`src/rtl/life_gen_sched_if.sv`:
```
`default_nettype none
// +--------------------------------------------------------------------------+
// | life_gen_sched_if: rule-datapath handshake and board write port bundle  |
// | Revision: 1.0                                                            |
// +--------------------------------------------------------------------------+
interface life_gen_sched_if #(
  parameter int AW = 8
);
  logic          eval_valid;
  logic          eval_ready;
  logic [AW-1:0] eval_x;
  logic [AW-1:0] eval_y;
  logic          res_valid;
  logic          res_alive;
  logic          wr_en;
  logic          wr_buf;
  logic [AW-1:0] wr_x;
  logic [AW-1:0] wr_y;
  logic          wr_data;

  modport master (
    output eval_valid, eval_x, eval_y, wr_en, wr_buf, wr_x, wr_y, wr_data,
    input  eval_ready, res_valid, res_alive
  );

  modport slave (
    input  eval_valid, eval_x, eval_y, wr_en, wr_buf, wr_x, wr_y, wr_data,
    output eval_ready, res_valid, res_alive
  );
endinterface
`default_nettype wire

```
`src/rtl/life_gen_sched.sv`:
```
`default_nettype none
// +--------------------------------------------------------------------------+
// | life_gen_sched: raster-scans one Life generation into the next buffer,  |
// | swaps buffers, and services edit-mode cursor toggles.                   |
// | Revision: 1.0                                                            |
// +--------------------------------------------------------------------------+
module life_gen_sched #(
  parameter int MAP_WIDTH  = 8,
  parameter int MAP_HEIGHT = 8,
  parameter int AW         = 8,
  parameter int GEN_PERIOD = 25000000
) (
  input  wire logic          clk,
  input  wire logic          rst,
  input  wire logic          mode,
  input  wire logic          step_req,
  input  wire logic          toggle_req,
  input  wire logic [AW-1:0] cur_x,
  input  wire logic [AW-1:0] cur_y,
  input  wire logic          cell_at_cur,
  life_gen_sched_if.master   bus,
  output logic               rd_buf,
  output logic               busy,
  output logic [15:0]        gen_count
);

  localparam int PW = (GEN_PERIOD > 1) ? $clog2(GEN_PERIOD) : 1;
  localparam logic [PW-1:0] PERIOD_LAST = PW'(GEN_PERIOD - 1);
  localparam logic [AW-1:0] X_LAST      = AW'(MAP_WIDTH - 1);
  localparam logic [AW-1:0] Y_LAST      = AW'(MAP_HEIGHT - 1);

  localparam logic [2:0] S_IDLE   = 3'd0;
  localparam logic [2:0] S_ISSUE  = 3'd1;
  localparam logic [2:0] S_WAIT   = 3'd2;
  localparam logic [2:0] S_WRITE  = 3'd3;
  localparam logic [2:0] S_SWAP   = 3'd4;
  localparam logic [2:0] S_TOGGLE = 3'd5;

  logic [2:0]    state_q, state_d;
  logic          rd_buf_q, rd_buf_d;
  logic [15:0]   gen_count_q, gen_count_d;
  logic [AW-1:0] scan_x_q, scan_x_d;
  logic [AW-1:0] scan_y_q, scan_y_d;
  logic [PW-1:0] period_q, period_d;
  logic          step_pending_q, step_pending_d;
  logic          step_prev_q, step_prev_d;
  logic          toggle_prev_q, toggle_prev_d;
  logic          res_q, res_d;

  logic step_edge;
  logic toggle_edge;

  assign step_edge   = step_req & ~step_prev_q;
  assign toggle_edge = toggle_req & ~toggle_prev_q;

  always_ff @(posedge clk) begin
    if (rst) begin
      state_q        <= S_IDLE;
      rd_buf_q       <= 1'b0;
      gen_count_q    <= 16'd0;
      scan_x_q       <= '0;
      scan_y_q       <= '0;
      period_q       <= '0;
      step_pending_q <= 1'b0;
      step_prev_q    <= 1'b0;
      toggle_prev_q  <= 1'b0;
      res_q          <= 1'b0;
    end else begin
      state_q        <= state_d;
      rd_buf_q       <= rd_buf_d;
      gen_count_q    <= gen_count_d;
      scan_x_q       <= scan_x_d;
      scan_y_q       <= scan_y_d;
      period_q       <= period_d;
      step_pending_q <= step_pending_d;
      step_prev_q    <= step_prev_d;
      toggle_prev_q  <= toggle_prev_d;
      res_q          <= res_d;
    end
  end

  always_comb begin
    state_d        = state_q;
    rd_buf_d       = rd_buf_q;
    gen_count_d    = gen_count_q;
    scan_x_d       = scan_x_q;
    scan_y_d       = scan_y_q;
    period_d       = '0;
    step_pending_d = step_pending_q;
    step_prev_d    = step_req;
    toggle_prev_d  = toggle_req;
    res_d          = res_q;
    case (state_q)
      S_IDLE: begin
        if (mode) begin
          if (period_q == PERIOD_LAST) begin
            state_d        = S_ISSUE;
            step_pending_d = 1'b0;
          end else begin
            period_d = period_q + 1'b1;
          end
        end else if (toggle_edge) begin
          // Toggle wins a tie; the step is remembered and runs right after.
          state_d = S_TOGGLE;
          if (step_edge) step_pending_d = 1'b1;
        end else if (step_edge || step_pending_q) begin
          state_d        = S_ISSUE;
          step_pending_d = 1'b0;
        end
      end
      S_TOGGLE: state_d = S_IDLE;
      S_ISSUE: begin
        if (bus.eval_ready) state_d = S_WAIT;
      end
      S_WAIT: begin
        if (bus.res_valid) begin
          res_d   = bus.res_alive;
          state_d = S_WRITE;
        end
      end
      S_WRITE: begin
        state_d = S_ISSUE;
        if (scan_x_q == X_LAST) begin
          scan_x_d = '0;
          if (scan_y_q == Y_LAST) begin
            scan_y_d = '0;
            state_d  = S_SWAP;
          end else begin
            scan_y_d = scan_y_q + 1'b1;
          end
        end else begin
          scan_x_d = scan_x_q + 1'b1;
        end
      end
      S_SWAP: begin
        rd_buf_d    = ~rd_buf_q;
        gen_count_d = gen_count_q + 16'd1;
        state_d     = S_IDLE;
      end
      default: state_d = S_IDLE;
    endcase
  end

  always_comb begin
    bus.eval_valid = 1'b0;
    bus.eval_x     = '0;
    bus.eval_y     = '0;
    bus.wr_en      = 1'b0;
    bus.wr_buf     = 1'b0;
    bus.wr_x       = '0;
    bus.wr_y       = '0;
    bus.wr_data    = 1'b0;
    busy           = 1'b0;
    case (state_q)
      S_ISSUE: begin
        bus.eval_valid = 1'b1;
        bus.eval_x     = scan_x_q;
        bus.eval_y     = scan_y_q;
        busy           = 1'b1;
      end
      S_WAIT: busy = 1'b1;
      S_WRITE: begin
        bus.wr_en   = 1'b1;
        bus.wr_buf  = ~rd_buf_q;
        bus.wr_x    = scan_x_q;
        bus.wr_y    = scan_y_q;
        bus.wr_data = res_q;
        busy        = 1'b1;
      end
      S_SWAP: busy = 1'b1;
      S_TOGGLE: begin
        bus.wr_en   = 1'b1;
        bus.wr_buf  = rd_buf_q;
        bus.wr_x    = cur_x;
        bus.wr_y    = cur_y;
        bus.wr_data = ~cell_at_cur;
      end
      default: ;
    endcase
  end

  assign rd_buf    = rd_buf_q;
  assign gen_count = gen_count_q;

endmodule
`default_nettype wire

```
`src/flat_wrapper.sv`:
```
// flat-port wrapper written by rule: the top's interface ports become plain ports
module life_gen_sched_flat 
#(
  parameter int MAP_WIDTH  = 8,
  parameter int MAP_HEIGHT = 8,
  parameter int AW         = 8,
  parameter int GEN_PERIOD = 25000000
)
  (clk, rst, mode, step_req, toggle_req, cur_x, cur_y, cell_at_cur, rd_buf, busy, gen_count, bus_eval_valid, bus_eval_x, bus_eval_y, bus_wr_en, bus_wr_buf, bus_wr_x, bus_wr_y, bus_wr_data, bus_eval_ready, bus_res_valid, bus_res_alive);
  life_gen_sched_if #(.AW(AW)) bus_i ();
  input  wire logic clk;
  input  wire logic rst;
  input  wire logic mode;
  input  wire logic step_req;
  input  wire logic toggle_req;
  input  wire logic [AW-1:0] cur_x;
  input  wire logic [AW-1:0] cur_y;
  input  wire logic cell_at_cur;
  output logic rd_buf;
  output logic busy;
  output logic [15:0] gen_count;
  output wire logic [$bits(bus_i.eval_valid)-1:0] bus_eval_valid;
  output wire logic [$bits(bus_i.eval_x)-1:0] bus_eval_x;
  output wire logic [$bits(bus_i.eval_y)-1:0] bus_eval_y;
  output wire logic [$bits(bus_i.wr_en)-1:0] bus_wr_en;
  output wire logic [$bits(bus_i.wr_buf)-1:0] bus_wr_buf;
  output wire logic [$bits(bus_i.wr_x)-1:0] bus_wr_x;
  output wire logic [$bits(bus_i.wr_y)-1:0] bus_wr_y;
  output wire logic [$bits(bus_i.wr_data)-1:0] bus_wr_data;
  input wire logic [$bits(bus_i.eval_ready)-1:0] bus_eval_ready;
  input wire logic [$bits(bus_i.res_valid)-1:0] bus_res_valid;
  input wire logic [$bits(bus_i.res_alive)-1:0] bus_res_alive;
  assign bus_eval_valid = bus_i.eval_valid;
  assign bus_eval_x = bus_i.eval_x;
  assign bus_eval_y = bus_i.eval_y;
  assign bus_wr_en = bus_i.wr_en;
  assign bus_wr_buf = bus_i.wr_buf;
  assign bus_wr_x = bus_i.wr_x;
  assign bus_wr_y = bus_i.wr_y;
  assign bus_wr_data = bus_i.wr_data;
  assign bus_i.eval_ready = bus_eval_ready;
  assign bus_i.res_valid = bus_res_valid;
  assign bus_i.res_alive = bus_res_alive;
  life_gen_sched #(.MAP_WIDTH(MAP_WIDTH), .MAP_HEIGHT(MAP_HEIGHT), .AW(AW), .GEN_PERIOD(GEN_PERIOD)) u_core (.clk(clk), .rst(rst), .mode(mode), .step_req(step_req), .toggle_req(toggle_req), .cur_x(cur_x), .cur_y(cur_y), .cell_at_cur(cell_at_cur), .bus(bus_i), .rd_buf(rd_buf), .busy(busy), .gen_count(gen_count));
endmodule
```
`config.mk`:
```
export PLATFORM = sky130hd
export DESIGN_NAME = life_gen_sched_flat
export DESIGN_NICKNAME = d
export VERILOG_FILES = /design/src/rtl/life_gen_sched_if.sv /design/src/rtl/life_gen_sched.sv /design/src/flat_wrapper.sv
export SDC_FILE = /design/constraint.sdc
export NUM_CORES = 1
export LEC_CHECK = 0
export ABC_AREA = 1
export BUFFER_PORTS_ARGS = -buffer_cell sky130_fd_sc_hd__buf_2
export CAP_MARGIN = 30
export CORE_ASPECT_RATIO = 0.9
export CORE_MARGIN = 2
export CORE_UTILIZATION = 50
export DETAILED_ROUTE_END_ITERATION = 7
export PLACE_DENSITY = 0.84
export SLEW_MARGIN = 20
export SYNTH_ARGS = -nofsm -noshare
export SYNTH_HDL_FRONTEND = slang
export SYNTH_SLANG_ARGS = --single-unit
```
`constraint.sdc`:
```
create_clock -name clk -period 1.8 [get_ports clk]
set_input_delay 0.27 -clock clk [delete_from_list [all_inputs] [get_ports clk]]
set_output_delay 0.27 -clock clk [all_outputs]
set_load 0.01 [all_outputs]
```
==> results.txt, run 1 <==
----------------------------------------------------
[Setup path]
  Register-to-Register Setup Slack ... 0.15 ns
  Largest fanout on the critical path ... 8
  Critical path type ... register to primary output
  Startpoint type of the worst setup path ... register
  Start of the worst register-to-register path ... u_core.state_q[0]
  Critical path startpoint ... u_core.state_q[0]
  R2r worst-path depth ... 11
  Nature of the critical path endpoint ... primary output
  Worst flop-to-flop path endpoint ... u_core.gen_count[15]
  Critical Path End ... busy
  Data arrival time of the critical path ... 1.54 ns
  Worst path required time ... approximately 1.5 ns

[Die]
  Horizontal die dimension ... roughly 90 um
  FP Rows ... 28
  Boundary pin count ... 79
  Core region area ... between 6000 and 7000 sq um
  Die ar. ... 7620 sq um
  Die height ... a little over 80 um
  Initial standard-cell utilization of the core ... 52.1%

[Final layout]
  Antenna diodes ... 0
  Leading cell type in the layout, fill and taps excluded ... sky130_fd_sc_hd__nand2_1
  Commonest cells after routing, fill and taps aside ... sky130_fd_sc_hd__nand2_1, sky130_fd_sc_hd__nor2_1, sky130_fd_sc_hd__buf_2
  Fraction of final layout cells sized beyond drive strength 1 ... 21.9%
  Area growth syn-to-layout ... 24.1%
  Final layout net count ... 650
  Final Core Density ... 64.7%

[Clock network]
  Root buffer cell ... sky130_fd_sc_hd__clkbuf_8
  Maximum level of the CTS H-tree ... 3
  Number of clock buffers inserted by TritonCTS ... 9
  Cts-stage hold buffer count ... 0
  CTS tree ... done
  Number of sinks driven by the clock tree ... 65
  Max clock buf depth ... 2
  CTS clk-pin slew, worst paths ... around 0.070 ns
  Skew-Pair Late Insertion Delay ... 0.35 ns

[STA]
  PnR worst setup slack ... -0.00753 ns
  Pins Over Slew Limit ... 0
  Actual transition at the worst max-transition pin ... between 0.6 and 0.7 ns
  Final Hold Vio Count ... 0
  Setup repair after global routing missed its margin ... true
  Final setup violation count ... 1
  Worst Skew ... 0.00951 ns
  Crit path time final ... ~1.8 ns
  Final Cycle Share ... 100%
  Fmax ... 553 MHz
  Max-slew headroom ... 56.4%
  Hold_ws ... 0.150 ns

[GRT]
  Number of global-route vias before repair ... 3455
  Overall fraction of global-route tracks in use ... 23.6%
  Wire length of the first global-routing pass ... 14.9 mm
  Pin count of the biggest net entering global routing ... 25
  Remaining global-route overflow ... 0
  Number of antenna violations at the first check in global routing ... 0

[Yosys]
  Summed instance area of the synthesized netlist ... approximately 3500 sq um
  Mapped Nets ... 561
  Mux contribution to synthesized area ... 0%
  Post-synthesis xor/xnor area fraction ... under 10%
  Adder-cell share of the synthesized area ... 1.44%
  Synth Instances ... 532
  Synth Register Bits ... 65
  Count of cell types in the netlist ... 30
  Sequential area share after synthesis ... 37.5%
  Area fraction in compound gates after synthesis ... 10.9%
  Mean Syn Cell Area ... 6.52 sq um
  Main combinational cell family by area after synthesis ... simple AND/OR/NAND/NOR gates
  Yosys warnings ... 0
  Basic-gate share of the synthesized area counting and, or, nand and nor cells ... a little over a third

[Job]
  MaxCap Viol Count ... 0

[Route]
  Final routed DRC violation total ... 0
  DRC violation total after the first TritonRoute iteration ... 180
  Number of vias in the routed layout ... about 3700
  Routed WL per cell ... 12.6 um
  Via-to-Cell Ratio ... 5.21
  Total Wirelength ... 9.06 mm
  Antenna Violating Nets Remaining ... 0
  Length of the first detailed-routing pass in iterations ... 5

[Status]
  Violations in the final reports ... negative setup slack
  Result of the run ... finished, violations left

[Placement]
  Input/output buffers ... just under 80
  Final weighted congestion of routability-driven global placement ... 0.938
  HPWL after detailed placement ... ~6.3 mm

[Pwr]
  Power density relative to cell area ... 845 nW/um^2
  Peak supply drop ... 0.503 mV
  Static power due to leakage ... 0.00185 uW

[Worst hold path]
  Min-Delay Path Class ... input pin to register

----------------------------------------------------
## worst min path at each step
stage                       startpoint                    to  slack, ns  cells after the start
floorplan                   toggle_req  u_core.toggle_prev_q       0.39                      2
global placement    u_core.period_q[0]    u_core.period_q[0]       0.43                      1
detailed placement  u_core.period_q[0]    u_core.period_q[0]       0.44                      1
CTS                         toggle_req  u_core.toggle_prev_q       0.14                      3
global route                  step_req    u_core.step_prev_q       0.17                      3
finish                      toggle_req  u_core.toggle_prev_q       0.15                      3
## area by class of cell
class                           instances  area (sq um)
Timing Repair Buffer                   92           532
Multi-Input combinational cell        378          1850
Inverter                               75           284
Tap cell                               90           113
Sequential cell                        65          1310
Clock buffer                            9           124
Fill cell                             574          2350
Clock inverter                          7          95.1
## worst max-delay path, cell delays in order (launching register included)
cell and delay, ns:
sky130_fd_sc_hd__dfxtp_4 0.35, sky130_fd_sc_hd__buf_4 0.13, sky130_fd_sc_hd__nor2_1 0.17, sky130_fd_sc_hd__nand2_2 0.09, sky130_fd_sc_hd__buf_4 0.18, sky130_fd_sc_hd__nand4_1 0.11
sky130_fd_sc_hd__buf_2 0.16
## cells in the mapped netlist
cell type	number	area (sq um)
sky130_fd_sc_hd__inv_2	2	7.51
sky130_fd_sc_hd__a31oi_1	2	12.5
sky130_fd_sc_hd__nand3_1	53	265
sky130_fd_sc_hd__nand2_1	98	368
sky130_fd_sc_hd__nor2_2	6	37.5
sky130_fd_sc_hd__buf_1	1	3.75
sky130_fd_sc_hd__buf_2	4	20.0
sky130_fd_sc_hd__nor3_4	1	16.3
sky130_fd_sc_hd__nor2_4	2	22.5
sky130_fd_sc_hd__inv_1	72	270
sky130_fd_sc_hd__ha_1	4	50.1
sky130_fd_sc_hd__o31ai_1	1	7.51
sky130_fd_sc_hd__nand2_2	1	6.26
sky130_fd_sc_hd__xnor2_1	2	17.5
sky130_fd_sc_hd__nand4_1	9	56.3
sky130_fd_sc_hd__nand3_2	1	10.0
sky130_fd_sc_hd__nor3_2	2	20.0
sky130_fd_sc_hd__nor3b_1	1	7.51
sky130_fd_sc_hd__nor3_1	17	85.1
sky130_fd_sc_hd__dfxtp_1	65	1300
sky130_fd_sc_hd__a211oi_1	1	7.51
sky130_fd_sc_hd__a21oi_1	32	160
sky130_fd_sc_hd__xor2_1	14	123
sky130_fd_sc_hd__o21ai_0	35	175
sky130_fd_sc_hd__clkbuf_1	8	30.0
sky130_fd_sc_hd__clkbuf_2	1	5.00
sky130_fd_sc_hd__o21bai_1	2	15.0
sky130_fd_sc_hd__inv_4	1	6.26
sky130_fd_sc_hd__nor2_1	91	342
sky130_fd_sc_hd__or2_2	3	18.8
## what timing repair did
item / CTS / global route
endpoints found under the hold margin: 0 / 0
buffers inserted: 1 / 4
gates resized for setup: 6 / 11
endpoints found under the setup margin: 18 / 23
pin swaps: 1 / 1
## per-layer routing
metal,track usage [%],share of wire (%),up-vias
li1,-,-,1882
met4,9.91,3.5,0
met1,29.3,44,1687
met2,39.6,46,133
met5,0,0,-
met3,5.08,6.8,27
## stage by stage
| stage | cell area (sq um) | power (uW) | std cells | setup TNS, ns | setup WS, ns |
|---|---|---|---|---|---|
| after floorplan | 3470 | 1940 | 532 | 0 | 0.234 |
| after global placement | 3990 | 2150 | 695 | 0 | 0.185 |
| after detailed placement | 3990 | 2170 | 695 | 0 | 0.113 |
| after CTS | 4230 | 3540 | 712 | -0.0279 | -0.0279 |
| after global routing | 4300 | 3780 | 716 | -0.350 | -0.0461 |
| final | 4300 | 3640 | 716 | -0.00753 | -0.00753 |
## registers in the layout (all words and copies together) (netlist names)
register               count
u_core.state_q             3
u_core.gen_count          16
u_core.toggle_prev_q       1
u_core.scan_x_q            8
u_core.scan_y_q            8
u_core.res_q               1
u_core.step_prev_q         1
u_core.period_q           25
u_core.step_pending_q      1
u_core.rd_buf              1
## logic make-up (layout without fill, tap and decap cells)
| family | after synthesis | after routing |
|---|---|---|
| flip-flops | 65 | 65 |
| AND/OR/NAND/NOR | 285 | 285 |
| adder cells (fa/ha/maj) | 4 | 4 |
| XOR/XNOR | 16 | 16 |
| buffers and inverters | 89 | 183 |
| AO/OA/AOI/OAI | 73 | 73 |
## power breakdown
group | total, uW | internal (uW) | switching [uW]
Sequential | 1520 | 1480 | 34.7
Clock | 1370 | 779 | 594
Combinational | 748 | 297 | 451
Note: power is estimated with default switching activity, not from simulation.
==> run 2, diff against run 1 <==
--- a/config.mk
+++ b/config.mk
@@ -5,7 +5,6 @@
 export SDC_FILE = /design/constraint.sdc
 export NUM_CORES = 1
 export LEC_CHECK = 0
-export ABC_AREA = 1
 export BUFFER_PORTS_ARGS = -buffer_cell sky130_fd_sc_hd__buf_2
 export CAP_MARGIN = 30
 export CORE_ASPECT_RATIO = 0.9
==> run 2 against run 1 <==
Against the previous run: the run still ends with negative setup slack left; die area fell by 5.4%; power decreased by 14%; combinational power shrank 54%; register-to-register slack worse by 0.13 ns; sequential cell count is the same; final area up 1.1%; global-route usage shrank 0.43 points; via count down 16%; critical endpoint is now bus_wr_x[6]; highest routed layer unchanged.
==> results.txt, run 2 <==
----------------------------------------------------
[Route]
  Routed WL per cell ... 15.0 um (+18%)
  DRC violation total after the first TritonRoute iteration ... 104 (-42%)
  Final routed DRC violation total ... 0 (unchanged)
  Via-to-Cell Ratio ... 5.52 (+6.0%)
  Routed met1 length ... 3.62 mm (-8.8%)
  Top routing layer used ... met4
  Total Wirelength ... 8.53 mm (-5.9%)
  WL met2 ... 4.11 mm (-1.3%)
  Length of the first detailed-routing pass in iterations ... 4 (-1)
  Met3 WL post-DR ... 634 um (+2.4%)
  Number of vias in the routed layout ... 3140 (-16%)
  Antenna Violating Nets Remaining ... 0 (unchanged)

[Clock network]
  Maximum level of the CTS H-tree ... 3 (unchanged)
  Cts-stage hold buffer count ... 0 (unchanged)
  Root buffer cell ... sky130_fd_sc_hd__clkbuf_8
  Skew-Pair Late Insertion Delay ... 0.34 ns (about the same)
  CTS tree ... done
  Number of clock buffers inserted by TritonCTS ... 9 (unchanged)
  CTS clk-pin slew, worst paths ... 0.07 ns (about the same)
  Max clock buf depth ... 2 (unchanged)
  Number of sinks driven by the clock tree ... 65 (unchanged)

[Yosys]
  Top-count cell post-synth ... sky130_fd_sc_hd__dfxtp_1
  Prevailing post-synth register cell ... sky130_fd_sc_hd__dfxtp_1
  Cell types with the highest counts after synthesis ... sky130_fd_sc_hd__dfxtp_1, sky130_fd_sc_hd__nor2_1, sky130_fd_sc_hd__xor2_1
  Number of enable-type register cells in the synthesized netlist ... 0 (unchanged)
  Yosys warnings ... 0 (unchanged)
  Library cell with the largest summed area after synthesis ... sky130_fd_sc_hd__dfxtp_1
  Mapped Nets ... 399 (-29%)
  Top cells by area in the synthesized netlist ... sky130_fd_sc_hd__dfxtp_1, sky130_fd_sc_hd__xor2_1, sky130_fd_sc_hd__nor2_1
  Count of cell types in the netlist ... 52 (+73%)
  Summed instance area of the synthesized netlist ... 3270 sq um (-5.7%)
  Mean Syn Cell Area ... 8.84 sq um (+36%)
  Synth Register Bits ... 65 (unchanged)
  Area share of the leading cell type in the synthesized netlist ... 39.8% (+2.3 points)
  Async set or reset register ratio after synthesis ... 0% (unchanged)
  Sequential area share after synthesis ... 39.8% (+2.3 points)
  Synth Instances ... 370 (-30%)

[Setup path]
  Cell repeated most along the worst path ... sky130_fd_sc_hd__buf_6
  Cell at the slowest stage of the critical path ... sky130_fd_sc_hd__dfxtp_2
  Critical path type ... register to primary output
  Nature of the critical path endpoint ... primary output
  Startpoint type of the worst setup path ... register
  Cell-by-cell listing of the critical path ... buf_6 -> and3b_2 -> buf_6 -> a22o_1 -> buf_2
  Data arrival time of the critical path ... 1.56 ns (+0.02 ns)
  Biggest cell delay along the critical path ... 0.34 ns (about the same)
  Largest fanout on the critical path ... 9 (+1)
  Worst path required time ... 1.53 ns (about the same)

[Die]
  Core region area ... 6220 sq um (-6.6%)
  Boundary pin count ... 79 (unchanged)
  FP Rows ... 27 (-3.6%)
  Die height ... 80.7 um (-2.7%)
  Horizontal die dimension ... 89.3 um (-2.7%)
  Initial standard-cell utilization of the core ... 52.6% (+0.53 points)
  Die ar. ... 7210 sq um (-5.4%)

[Final layout]
  Fill cell count ... 486 (-15%)
  Most flop-heavy register ... u_core.period_q
  Antenna diodes ... 0 (unchanged)
  Flip-flop count of the largest register, all copies and words added ... 25 (unchanged)
  Leading cell type in the layout, fill and taps excluded ... sky130_fd_sc_hd__buf_2
  Final layout net count ... 507 (-22%)
  Commonest cells after routing, fill and taps aside ... sky130_fd_sc_hd__buf_2, sky130_fd_sc_hd__nor2_1, sky130_fd_sc_hd__dfxtp_1
  Area growth syn-to-layout ... 33.1%
  Fraction of final layout cells sized beyond drive strength 1 ... 34.2% (+12 points)

[STA]
  Worst Skew ... 0.00608 ns (-0.00343 ns)
  Actual transition at the worst max-transition pin ... 0.432 ns (-0.217 ns)
  Final setup violation count ... 4 (+3)
  Pins Over Slew Limit ... 0 (unchanged)
  Final Cycle Share ... 102% (+1.1 points)
  Crit path time final ... 1.83 ns (+0.0200 ns)
  Final Hold Vio Count ... 0 (unchanged)
  PnR worst setup slack ... -0.0275 ns (-0.0200 ns)
  Max-slew headroom ... 70.9% (+15 points)
  Setup repair after global routing missed its margin ... true
  Final-layout setup total negative slack ... -0.0641 ns (-0.0566 ns)
  Fmax ... 547 MHz (-1.1%)

[GRT]
  Remaining global-route overflow ... 0 (unchanged)
  Number of global-route vias before repair ... 2766 (-20%)
  Pin count of the biggest net entering global routing ... 19 (-24%)
  Number of antenna violations at the first check in global routing ... 0 (unchanged)
  Overall fraction of global-route tracks in use ... 23.2% (-0.43 points)
  Wire length of the first global-routing pass ... 12.9 mm (-13%)

[Pwr]
  Peak supply drop ... 0.626 mV (+24%)
  Power density relative to cell area ... 718 nW/um^2 (-15%)
  Static power due to leakage ... 0.00189 uW (+1.9%)
  Total Power ... 3130 uW (-14%)

[Status]
  Violations in the final reports ... negative setup slack
  Result of the run ... finished, violations left

[Placement]
  Final weighted congestion of routability-driven global placement ... 0.867 (-7.6%)
  Input/output buffers ... 78 (unchanged)
  HPWL after detailed placement ... 5.81 mm (-8.3%)

[Job]
  MaxCap Viol Count ... 0 (unchanged)

[Worst hold path]
  Min-Delay Path Class ... input pin to register

----------------------------------------------------
run 2: cell count changes in the layout (fill, tap and decap cells not counted), moves of 11 or more:
| cell | before | now |
|---|---|---|
| sky130_fd_sc_hd__a21oi_1 | 32 | 6 |
| sky130_fd_sc_hd__a22o_1 | 0 | 14 |
| sky130_fd_sc_hd__and3_1 | 0 | 11 |
| sky130_fd_sc_hd__buf_4 | 9 | 28 |
| sky130_fd_sc_hd__buf_6 | 3 | 17 |
| sky130_fd_sc_hd__inv_1 | 72 | 3 |
| sky130_fd_sc_hd__nand2_1 | 97 | 18 |
| sky130_fd_sc_hd__nand3_1 | 52 | 15 |
| sky130_fd_sc_hd__nor2_1 | 89 | 63 |
| sky130_fd_sc_hd__o21ai_0 | 32 | 5 |
| sky130_fd_sc_hd__xnor2_1 | 2 | 20 |
| sky130_fd_sc_hd__xor2_1 | 14 | 29 |
run 2: worst max-delay path, delay by kind of cell, from the launching register on:
family                 cells  cell delay [ns]
AOI/OAI and AO/OA          1             0.24
buffers and inverters      3             0.40
and+or+nand+nor            1             0.23
DFF                        1             0.34
run 2: stage by stage:
stage	setup slack (ns)	hold slack, ns	util, %	instances	area [sq um]
6_report	-0.0275	0.171	70.0	569	4350
5_1_grt	-0.0887	0.158	70.0	569	4350
3_3_place_gp	0.0899	0.440	62.4	543	3880
2_1_floorplan	0.00924	0.368	-	370	3280
3_5_place_dp	0.0828	0.453	62.4	543	3880
4_1_cts	-0.0148	0.157	66.9	561	4160
run 2: routing by layer:
metal | GRT usage [%] | up-vias
met3 | 6.40 | 17
met1 | 28.7 | 1479
met2 | 39.0 | 140
met4 | 7.31 | 0
li1 | - | 1504
met5 | 0 | -
run 2: layout make-up:
type                            count  area, sq um  area share [%]
Clock buffer                       13          179            4.11
Clock inverter                      2         35.0           0.805
Inverter                            3         11.3           0.259
Multi-Input combinational cell    285         1950            44.7
Sequential cell                    65         1310            30.1
Tap cell                           87          109            2.50
Timing Repair Buffer              114          762            17.5
run 2: timing repair:
action	in CTS	in global routing
cloned	2	1
buffers inserted	1	7
gates resized for setup	17	32
setup endpoints to repair	35	68
pin swaps	2	14
run 2: kinds of logic (layout without fill, tap and decap cells):
group / after synthesis / count (layout) / synth area share (%)
compound gates: 36 / 36 / 8.11
fa+ha+maj: 4 / 4 / 1.53
mux: 5 / 5 / 1.57
buf+inv: 20 / 132 / 3.37
simple gates: 191 / 191 / 32.5
flops: 65 / 65 / 39.8
xor+xnor: 49 / 49 / 13.1
run 2: worst paths after layout:
check	cells after the start	start	to	slack (ns)
setup / recovery	5	u_core.state_q[0]	bus_wr_x[6]	-0.03
hold / removal	2	toggle_req	u_core.toggle_prev_q	0.17
setup reg to reg	6	u_core.scan_y_q[0]	u_core.state_q[0]	0.02
hold reg to reg	1	u_core.period_q[0]	u_core.period_q[0]	0.43
run 2: where the power goes:
group / internal (uW) / switching, uW
clock network: 781 / 522
logic: 166 / 179
registers: 1460 / 18.8
==> run 3, diff against run 2 <==
--- a/config.mk
+++ b/config.mk
@@ -9,9 +9,9 @@
 export CAP_MARGIN = 30
 export CORE_ASPECT_RATIO = 0.9
 export CORE_MARGIN = 2
-export CORE_UTILIZATION = 50
+export CORE_UTILIZATION = 43
 export DETAILED_ROUTE_END_ITERATION = 7
-export PLACE_DENSITY = 0.84
+export PLACE_DENSITY = 0.75
 export SLEW_MARGIN = 20
 export SYNTH_ARGS = -nofsm -noshare
 export SYNTH_HDL_FRONTEND = slang
==> run 3 against run 2 <==
Against the previous run: combinational power shrank 11%; clock power grew 5%; critical endpoint is now u_core.state_q[0]; core utilization shrank 13 points; largest power group unchanged; sequential power is essentially flat; critical path depth grew 1; global-route usage shrank 4.8 points; clock skew grew 0.0038 ns; sequential share of layout area grew 0.70 points; via count shrank 5.9%; wire length shrank 7.4%; the run still ends with negative setup slack left; setup slack gained 0.012 ns; worst hold slack lost 0.019 ns.
==> results.txt, run 3 (synthesis gave the netlist of run 2 again) <==
----------------------------------------------------
[Final layout]
  Antenna diodes ... 0 (unchanged)
  Final layout net count ... 500 (-1.4%)
  Storage element area ... 1310 sq um (unchanged)
  Commonest cells after routing, fill and taps aside ... sky130_fd_sc_hd__buf_2, sky130_fd_sc_hd__nor2_1, sky130_fd_sc_hd__dfxtp_1
  Leading cell type in the layout, fill and taps excluded ... sky130_fd_sc_hd__buf_2
  Most flop-heavy register ... u_core.period_q
  Area growth syn-to-layout ... 30.1%
  Area used by multi-input combinational logic ... 1910 sq um (-1.9%)
  Fill cell count ... 656 (+35%)
  Flip-flop count of the largest register, all copies and words added ... 25 (unchanged)
  Fraction of final layout cells sized beyond drive strength 1 ... 31.7% (-2.5 points)
  Final Core Density ... 57.0% (-13 points)
  Post-layout instance count excluding filler cells ... 572 (+0.53%)

[STA]
  Actual transition at the worst max-transition pin ... 0.427 ns (-0.00502 ns)
  Worst Skew ... 0.00989 ns (+0.00381 ns)
  Max-slew headroom ... 71.1% (+0.20 points)
  Final Cycle Share ... 101% (-0.67 points)
  Final Hold Vio Count ... 0 (unchanged)
  Pins Over Slew Limit ... 0 (unchanged)
  Crit path time final ... 1.82 ns (-0.0120 ns)
  Setup repair after global routing missed its margin ... true
  Final setup violation count ... 1 (-3)
  PnR worst setup slack ... -0.0155 ns (+0.0120 ns)
  Fmax ... 551 MHz (+0.66%)

[GRT]
  Most congested layer reported by global routing ... met2
  Met2 routing resource usage after global routing ... 31.0% (-8.1 points)
  Met3 usage ... 5.57% (-0.84 points)
  Met1 layer usage reported by global route ... 22.1% (-6.7 points)
  Wire length of the first global-routing pass ... 11.9 mm (-8.0%)
  Overall fraction of global-route tracks in use ... 18.3% (-4.8 points)
  Remaining global-route overflow ... 0 (unchanged)
  Number of antenna violations at the first check in global routing ... 0 (unchanged)
  Number of global-route vias before repair ... 2670 (-3.5%)
  Pin count of the biggest net entering global routing ... 26 (+7)

[Pwr]
  Peak supply drop ... 0.703 mV (+12%)
  Total Power ... 3150 uW (+0.78%)
  Static power due to leakage ... 0.00183 uW (-2.8%)
  Power density relative to cell area ... 740 nW/um^2 (+3.1%)

[Route]
  Length of the first detailed-routing pass in iterations ... 4 (unchanged)
  DRC violation total after the first TritonRoute iteration ... 85 (-18%)
  Final routed DRC violation total ... 0 (unchanged)
  Antenna Violating Nets Remaining ... 0 (unchanged)
  Via-to-Cell Ratio ... 5.17 (-6.4%)
  Total Wirelength ... 7.90 mm (-7.4%)
  Number of vias in the routed layout ... 2955 (-5.9%)
  Routed WL per cell ... 13.8 um (-7.8%)

[Placement]
  Input/output buffers ... 78 (unchanged)
  Placed cells ... 551 (+1.5%)
  Final weighted congestion of routability-driven global placement ... 0.865 (-0.21%)
  HPWL after detailed placement ... 5.57 mm (-4.1%)
  Worst slack at placement ... 0.0395 ns (-0.0433 ns)

[Die]
  Initial standard-cell utilization of the core ... 43.8% (-8.8 points)
  Horizontal die dimension ... 95.9 um (+7.5%)
  Boundary pin count ... 79 (unchanged)
  FP Rows ... 30 (+11%)
  Die ar. ... 8320 sq um (+15%)
  Die height ... 86.7 um (+7.4%)
  Core region area ... 7470 sq um (+20%)

[Setup path]
  Startpoint type of the worst setup path ... register
  Data arrival time of the critical path ... 2.06 ns (+0.50 ns)
  Worst path required time ... 2.04 ns (+0.51 ns)
  Biggest cell delay along the critical path ... 0.47 ns (+0.13 ns)
  Cell-by-cell listing of the critical path ... ha_2 -> or4b_4 -> nor4b_4 -> and3_1 -> a31oi_1 -> o22a_1
  Largest fanout on the critical path ... 2 (-7)
  Cell at the slowest stage of the critical path ... sky130_fd_sc_hd__or4b_4
  Critical path type ... register to register
  Nature of the critical path endpoint ... register

[Clock network]
  CTS tree ... done
  Max clock buf depth ... 2 (unchanged)
  Skew-Pair Late Insertion Delay ... 0.35 ns (about the same)
  Maximum level of the CTS H-tree ... 3 (unchanged)
  Root buffer cell ... sky130_fd_sc_hd__clkbuf_8
  CTS clk-pin slew, worst paths ... 0.08 ns (about the same)
  Number of clock buffers inserted by TritonCTS ... 9 (unchanged)
  Cts-stage hold buffer count ... 0 (unchanged)
  Number of sinks driven by the clock tree ... 65 (unchanged)

[Status]
  Violations in the final reports ... negative setup slack
  Result of the run ... finished, violations left

[Worst hold path]
  Min-Delay Path Class ... input pin to register

[Job]
  MaxCap Viol Count ... 0 (unchanged)

----------------------------------------------------
## run 3: cell types whose count changed in the layout (fill, tap and decap cells not counted), moves of 2 or more
cell | previous run | this run
sky130_fd_sc_hd__and2_1 | 10 | 17
sky130_fd_sc_hd__and2_4 | 8 | 1
sky130_fd_sc_hd__buf_12 | 1 | 3
sky130_fd_sc_hd__buf_2 | 68 | 76
sky130_fd_sc_hd__buf_4 | 28 | 23
sky130_fd_sc_hd__buf_6 | 17 | 4
sky130_fd_sc_hd__clkbuf_8 | 13 | 9
sky130_fd_sc_hd__clkinvlp_4 | 0 | 4
## run 3: metal layers
metal / wire length (um) / part of all wire [%]
met1: 3650 / 46
met2: 3660 / 46
met3: 462 / 5.8
met4: 125 / 1.6
met5: 0 / 0
## run 3: where the power goes
group | total, uW | switching, uW | internal, uW
sequential | 1480 | 17.9 | 1460
combinational | 308 | 162 | 147
clock | 1370 | 591 | 775
## run 3: worst max-delay path, delay by kind of cell (launching register included)
| kind | cells | cell delay [ns] |
|---|---|---|
| and+or+nand+nor | 3 | 0.91 |
| AOI/OAI and AO/OA | 2 | 0.30 |
| DFF | 1 | 0.33 |
| adders and majority gates | 1 | 0.17 |
## run 3: per-stage QoR
step	hold WS, ns	instance area, sq um	TNS, ns
2_1_floorplan	0.368	3280	0
3_3_place_gp	0.435	3910	0
3_5_place_dp	0.459	3910	0
4_1_cts	0.142	4160	0
5_1_grt	0.148	4250	-1.24
6_report	0.152	4250	-0.0155
## run 3: path summary, 6_finish.rpt
| path | start | end | slack, ns | cells after the start |
|---|---|---|---|---|
| max reg2reg | u_core.scan_y_q[0] | u_core.state_q[0] | -0.02 | 6 |
| min reg2reg | u_core.period_q[0] | u_core.period_q[0] | 0.43 | 1 |
| min | toggle_req | u_core.toggle_prev_q | 0.15 | 2 |
| max | u_core.scan_y_q[0] | u_core.state_q[0] | -0.02 | 6 |
## run 3: final cells by class
| cell class | instances | share of cell area, % |
|---|---|---|
| multi-input combinational | 285 | 44.9 |
| inverter | 3 | 0.265 |
| clock buffer | 9 | 2.91 |
| timing repair buffer | 107 | 16.1 |
| clock inverter | 7 | 2.24 |
| tap | 96 | 2.82 |
| sequential | 65 | 30.8 |
## run 3: what timing repair did
action                                  4_1_cts  5_1_grt
endpoints found under the setup margin       34       56
setup buffers                                 2        2
gates cloned                                  0        1
pin swaps                                     1       12
gates resized for setup                      11       11
